<file path="config.mk">
export PLATFORM = sky130hd
export DESIGN_NAME = arbitro_n
export DESIGN_NICKNAME = d
export VERILOG_FILES = /design/src/rtl/arbitro_pkg.sv /design/src/rtl/arbitro_pick.sv /design/src/rtl/arbitro_n.sv
export SDC_FILE = /design/constraint.sdc
export NUM_CORES = 1
export LEC_CHECK = 0
export CORE_MARGIN = 2
export CORE_UTILIZATION = 30
export CTS_CLUSTER_DIAMETER = 50
export DETAILED_ROUTE_END_ITERATION = 12
export REMOVE_ABC_BUFFERS = 1
export SLEW_MARGIN = 30
export SYNTH_ARGS = -nofsm -noshare
export SYNTH_HDL_FRONTEND = slang
export SYNTH_HIERARCHICAL = 1
export SYNTH_SLANG_ARGS = --single-unit
</file>
<file path="constraint.sdc">
create_clock -name clk -period 4.32 [get_ports clk]
set_input_delay 0.864 -clock clk [delete_from_list [all_inputs] [get_ports clk]]
set_output_delay 0.864 -clock clk [all_outputs]
set_load 0.01 [all_outputs]
</file>
<file path="src/rtl/arbitro_pkg.sv">
// arbitro_pkg: shared types and helpers for the arbitro_n bus arbiter.
//   arb_state_t : arbiter ownership state (ARB_IDLE, ARB_OWNED)
//   idx_width() : max(1, $clog2(n)); sizes index and counter vectors so a
//                 degenerate parameter never yields a zero-width vector.
package arbitro_pkg;

  typedef enum logic [0:0] {
    ARB_IDLE  = 1'b0,
    ARB_OWNED = 1'b1
  } arb_state_t;

  function automatic int unsigned idx_width(input int unsigned n);
    return (n <= 1) ? 1 : $clog2(n);
  endfunction

endpackage

</file>
<file path="src/rtl/arbitro_pick.sv">
// arbitro_pick: combinational winner selector for arbitro_n.
//   req    [N_REQ-1:0] : request vector
//   mask   [N_REQ-1:0] : requesters excluded from this pick
//   start  [IDX_W-1:0] : first index searched; the search runs upward with
//                        wrap-around (tie to 0 for plain fixed priority)
//   winner [N_REQ-1:0] : one-hot winner, zero when nothing eligible
//   idx    [IDX_W-1:0] : binary index of the winner, 0 when none
//   valid              : an eligible requester exists
module arbitro_pick
  import arbitro_pkg::*;
#(
  parameter int unsigned N_REQ = 4,
  localparam int unsigned IDX_W = idx_width(N_REQ)
) (
  input  logic [N_REQ-1:0] req,
  input  logic [N_REQ-1:0] mask,
  input  logic [IDX_W-1:0] start,
  output logic [N_REQ-1:0] winner,
  output logic [IDX_W-1:0] idx,
  output logic             valid
);

  logic [N_REQ-1:0] cand;
  int unsigned      pos;
  logic [IDX_W-1:0] pos_w;

  always_comb begin
    cand   = req & ~mask;
    winner = '0;
    idx    = '0;
    valid  = 1'b0;
    pos    = 0;
    pos_w  = '0;
    for (int unsigned i = 0; i < N_REQ; i++) begin
      pos = 32'(start) + i;
      if (pos >= N_REQ) pos = pos - N_REQ;
      pos_w = IDX_W'(pos);
      if (!valid && cand[pos_w]) begin
        valid         = 1'b1;
        winner[pos_w] = 1'b1;
        idx           = pos_w;
      end
    end
  end

endmodule

</file>
<file path="src/rtl/arbitro_n.sv">
// arbitro_n: registered N-way bus arbiter with grant hold and bounded tenure.
//   clk                    : rising-edge clock
//   rst_n                  : asynchronous active-low reset
//   req       [N_REQ-1:0]  : level requests, bit 0 highest fixed priority
//   grant     [N_REQ-1:0]  : registered one-hot grant, or all zero
//   grant_num [IDX_W-1:0]  : index of the granted requester, 0 when idle
//   available              : no grant currently held
// The owner keeps the grant while its req stays high; when others wait it is
// preempted after MAX_HOLD owned cycles (MAX_HOLD = 0: never preempted).
// Build option: define ARBITRO_ROUND_ROBIN_EN to start each pick just after
// the last granted index instead of always at index 0.
module arbitro_n
  import arbitro_pkg::*;
#(
  parameter int unsigned N_REQ    = 4,
  parameter int unsigned MAX_HOLD = 8,
  localparam int unsigned IDX_W   = idx_width(N_REQ)
) (
  input  logic             clk,
  input  logic             rst_n,
  input  logic [N_REQ-1:0] req,
  output logic [N_REQ-1:0] grant,
  output logic [IDX_W-1:0] grant_num,
  output logic             available
);

  localparam int unsigned CNT_W = idx_width(MAX_HOLD + 1);
  localparam logic [CNT_W-1:0] HOLD_LAST = CNT_W'((MAX_HOLD == 0) ? 0 : MAX_HOLD - 1);

  arb_state_t       state_q, state_d;
  logic [N_REQ-1:0] grant_q, grant_d;
  logic [IDX_W-1:0] grant_num_q, grant_num_d;
  logic [CNT_W-1:0] cnt_q, cnt_d;

  logic             owner_req;
  logic             others_any;
  logic             take;
  logic [IDX_W-1:0] ptr_start;
  logic [N_REQ-1:0] pick_grant;
  logic [IDX_W-1:0] pick_idx;
  logic             pick_valid;

  assign owner_req  = |(req & grant_q);
  assign others_any = |(req & ~grant_q);

  // The current owner is always masked out: on preemption it must lose, and
  // on release its req is low anyway. In IDLE grant_q is zero, so the mask
  // is empty there without a separate path.
  arbitro_pick #(
    .N_REQ(N_REQ)
  ) u_pick (
    .req   (req),
    .mask  (grant_q),
    .start (ptr_start),
    .winner(pick_grant),
    .idx   (pick_idx),
    .valid (pick_valid)
  );

`ifdef ARBITRO_ROUND_ROBIN_EN
  logic [IDX_W-1:0] ptr_q, ptr_d;

  assign ptr_start = ptr_q;

  always_comb begin
    ptr_d = ptr_q;
    if (take) begin
      ptr_d = (32'(pick_idx) + 1 >= N_REQ) ? '0 : pick_idx + 1'b1;
    end
  end
`else
  assign ptr_start = '0;
`endif

  // State and output registers.
  always_ff @(posedge clk or negedge rst_n) begin
    if (!rst_n) begin
      state_q     <= ARB_IDLE;
      grant_q     <= '0;
      grant_num_q <= '0;
      cnt_q       <= '0;
`ifdef ARBITRO_ROUND_ROBIN_EN
      ptr_q       <= '0;
`endif
    end else begin
      state_q     <= state_d;
      grant_q     <= grant_d;
      grant_num_q <= grant_num_d;
      cnt_q       <= cnt_d;
`ifdef ARBITRO_ROUND_ROBIN_EN
      ptr_q       <= ptr_d;
`endif
    end
  end

  // Next-state logic; `take` marks every edge where a fresh grant is issued.
  always_comb begin
    state_d     = state_q;
    grant_d     = grant_q;
    grant_num_d = grant_num_q;
    cnt_d       = cnt_q;
    take        = 1'b0;
    unique case (state_q)
      ARB_IDLE: begin
        if (|req) take = 1'b1;
      end
      ARB_OWNED: begin
        if (owner_req) begin
          if (others_any && MAX_HOLD != 0) begin
            if (cnt_q == HOLD_LAST) take = 1'b1;
            else                    cnt_d = cnt_q + 1'b1;
          end
        end else if (others_any) begin
          take = 1'b1;
        end else begin
          state_d     = ARB_IDLE;
          grant_d     = '0;
          grant_num_d = '0;
          cnt_d       = '0;
        end
      end
      default: state_d = ARB_IDLE;
    endcase
    if (take && pick_valid) begin
      state_d     = ARB_OWNED;
      grant_d     = pick_grant;
      grant_num_d = pick_idx;
      cnt_d       = '0;
    end
  end

  // Outputs come straight from registered state.
  always_comb begin
    grant     = grant_q;
    grant_num = grant_num_q;
    available = ~|grant_q;
  end

endmodule

</file>
==> out/qor.yml <==
timing:
  fin_skew_ns: 0.001434
  period_needed_ns: 3.249
  report.final.slew_viol_count: 0
  finalHoldViolations: 0
  fmaxAchievable_ghz: 0.3078
  setup_tns_ns: 0
  relSlewSlack: 0.6091
  setup_violations: 0
  rsz0062_at_grt: "false"
  worstMarginPinSlew_ns: 0.5819
  hold_ws_ns: 0.5106
  fin_crit_sh: 0.7522
  setup_ws_ns: 1.071
critical_path:
  crit_required_ns: 4.49
  endpoint_kind: "flip-flop"
  worstSetupStartpointType: "input pin"
  crit_family: "buffers and inverters"
  path_depth: 11
  critPathKind: "input pin to flip-flop"
  path_cells: "clkdlybuf4s50_1, nor2b_1, buf_4, mux4_1, nor3_1, nand2_1, o21ai_2, a211oi_2, buf_4, nor3_2, a221o_1"
  worst-r2r-cell-count: 9
  endpoint: "cnt_q[2]"
  crit_buf_inv: 3
  crit_path_max_incr_delay_ns: 0.58
  timing.rr.end: "cnt_q[2]"
  r2r_setup_slack_ns: 1.75
  timing.rr.start: "grant[0]"
  crit_start: "req[3]"
  path_max_fanout: 13
  crit_path_frequent_cell: "buf_4"
  cp_slowest_cell: "mux4_1"
  worstPathArrival_ns: 3.42
route:
  drc_errors: 0
  first_pass_iters: 4
  routed-via-count: 1223
  drtIter0Drc: 53
  avgViaCountPerCell: 5.715
  detail-route-antenna-nets: 0
  wl_per_cell_microns: 14.31
  wl_microns: 3063
pwr:
  power_density_nw_per_um2: 516.6
  total_leakage_power_nw: 0.6331
  fin_total_pwr_mw: 0.8002
  max-vdd-ir-drop_uv: 228.9
clock_network:
  clock-root-buffer: "clkbuf_8"
  post_cts_resized: 0
  clkSinkCount: 11
  cts_hold_buf: 0
  htreeDepth: 1
  cts_setup_buffers: 0
  clk_latency_ns: 0.23
  cts.clk_slew.worst_paths_ns: 0.05
  numCtsBuffers: 3
  cts_tree: "built"
  clockBufferDepth: 2
global_route:
  antenna_found_initial: 0
  grt_max_degree: 14
  grt_first_pass_wirelength_microns: 5112
  groute.usage.overall: 0.1271
  grt_pass1_vias: 1159
  overflow: 0
placement:
  globalplace.congestion: 0.8648
  dp_hpwl_microns: 2375
  placement.setup.worst_slack_ns: 0.8722
  io_buffer_count: 12
synthesis:
  synthesis.area_sq_um: 1292
  synthTopCellsByArea: "dfrtp_1 21%, ha_1 8.7%, mux4_2 7.0%, o21ai_1 3.5%, nand2_1 3.5%"
  yosys_most_used_dff: "dfrtp_1"
  yosys_warnings: 6
  yosysTopAreaCellShare: 0.2130
  yosysTopAreaCell: "dfrtp_1"
  synth_seq_area_share: 0.2130
  synthCells: 136
  async_flop_share: 1.000
  synth_seq_cells: 11
  synthDistinctLibCells: 56
  synth_edf_count: 0
  syn_avg_cell_area_sq_um: 9.504
layout:
  syn_to_final_growth_pct: 19.85
  final_common_cell: "conb_1"
  antenna_cells: 0
  layout_common_cells: "16 x conb_1, 12 x nand2_1, 12 x clkdlybuf4s50_1"
  drive_above_1_share: 0.1585
  fillers: 416
  nets: 180
floorplan:
  num_rows: 23
  fp.dieW_microns: 69.64
  initial_utilization: 0.3163
  fp.dieH_microns: 69.64
  dieArea_sq_um: 4849
  core_sq_um: 4086
  pin_count: 13
flow_run:
  maxCapViolations: 0
status:
  outcome: "complete, no violations"
hold_path:
  hold_path.class: "flip-flop to flip-flop"
==> synthesized netlist by cell type, drive strengths merged (2+ instances only) <==
| cell type | instances |
|---|---|
| nand2 | 12 |
| dfrtp | 11 |
| o21ai | 11 |
| ha | 9 |
| nor2 | 7 |
| nor3 | 7 |
| o211ai | 6 |
| and2b | 5 |
| buf | 5 |
| mux4 | 5 |
| nor2b | 5 |
| a311oi | 4 |
| inv | 4 |
| nand4 | 4 |
| o31ai | 4 |
| or2b | 3 |
| a211oi | 2 |
| a22o | 2 |
| a22oi | 2 |
| and3b | 2 |
| nand3 | 2 |
| nor3b | 2 |
==> layout make-up <==
| cell class | count | area, sq um | area share |
|---|---|---|---|
| inverters | 5 | 22.52 | 0.01454 |
| repair buffers | 14 | 135.1 | 0.08724 |
| clock buffers | 4 | 45.04 | 0.02908 |
| well taps | 50 | 62.56 | 0.04039 |
| flip-flops and latches | 11 | 275.3 | 0.1777 |
| multi-input cells | 130 | 1008 | 0.6511 |
==> cells by family (layout without fill, tap and decap cells) <==
| family | after synthesis | in the layout | synth area share |
|---|---|---|---|
| AOI/OAI and AO/OA | 41 | 41 | 0.2710 |
| adders and majority gates | 9 | 9 | 0.08713 |
| buffers and inverters | 10 | 23 | 0.05033 |
| DFF | 11 | 11 | 0.2130 |
| muxes | 7 | 7 | 0.1065 |
| other | 1 | 16 | 0.002901 |
| and+or+nand+nor | 57 | 57 | 0.2691 |
==> layer usage <==
layer  up-vias  routed length, microns  global-route usage
met3        12                     180             0.03052
li1        573                       -                   -
met1       582                    1345              0.1595
met2        56                    1448              0.2083
met5         -                       0                   0
met4         0                      88             0.05342
==> registers in the layout (all words and copies together) (netlist names) <==
register	cells
cnt_q	4
state_q	1
grant	4
grant_num	2
==> metrics by stage <==
step / cells / area [sq um] / util
6_report: 214 / 1549 / 0.3791
3_3_place_gp: 210 / 1504 / 0.3680
3_5_place_dp: 210 / 1504 / 0.3680
5_1_grt: 214 / 1549 / 0.3791
4_1_cts: 214 / 1549 / 0.3791
2_1_floorplan: 146 / 1306 / -
==> power by group <==
part,leakage [nW],total (mW),switching (mW),internal (mW)
registers,0.138,0.205,0.0592,0.145
logic,0.472,0.495,0.254,0.241
clock network,0.0228,0.100,0.0358,0.0645
total,0.633,0.800,0.349,0.451
==> worst min-delay path by stage <==
stage	startpoint	endpoint	slack [ns]	cells after the start
finish	grant_num[0]	grant_num[0]	0.51	2
floorplan	cnt_q[3]	cnt_q[3]	0.49	1
detailed placement	grant_num[0]	grant_num[0]	0.51	2
global placement	cnt_q[3]	cnt_q[3]	0.52	1
global route	grant_num[1]	grant_num[1]	0.55	2
CTS	grant_num[0]	grant_num[0]	0.52	2
==> tightest hold or removal path, delay by kind of cell, from the launching register on <==
family,cells,cell delay [ns]
flip-flops,1,0.37
AND/OR/NAND/NOR,1,0.06
AO/OA/AOI/OAI,1,0.05
(Power assumes the default switching activity.)
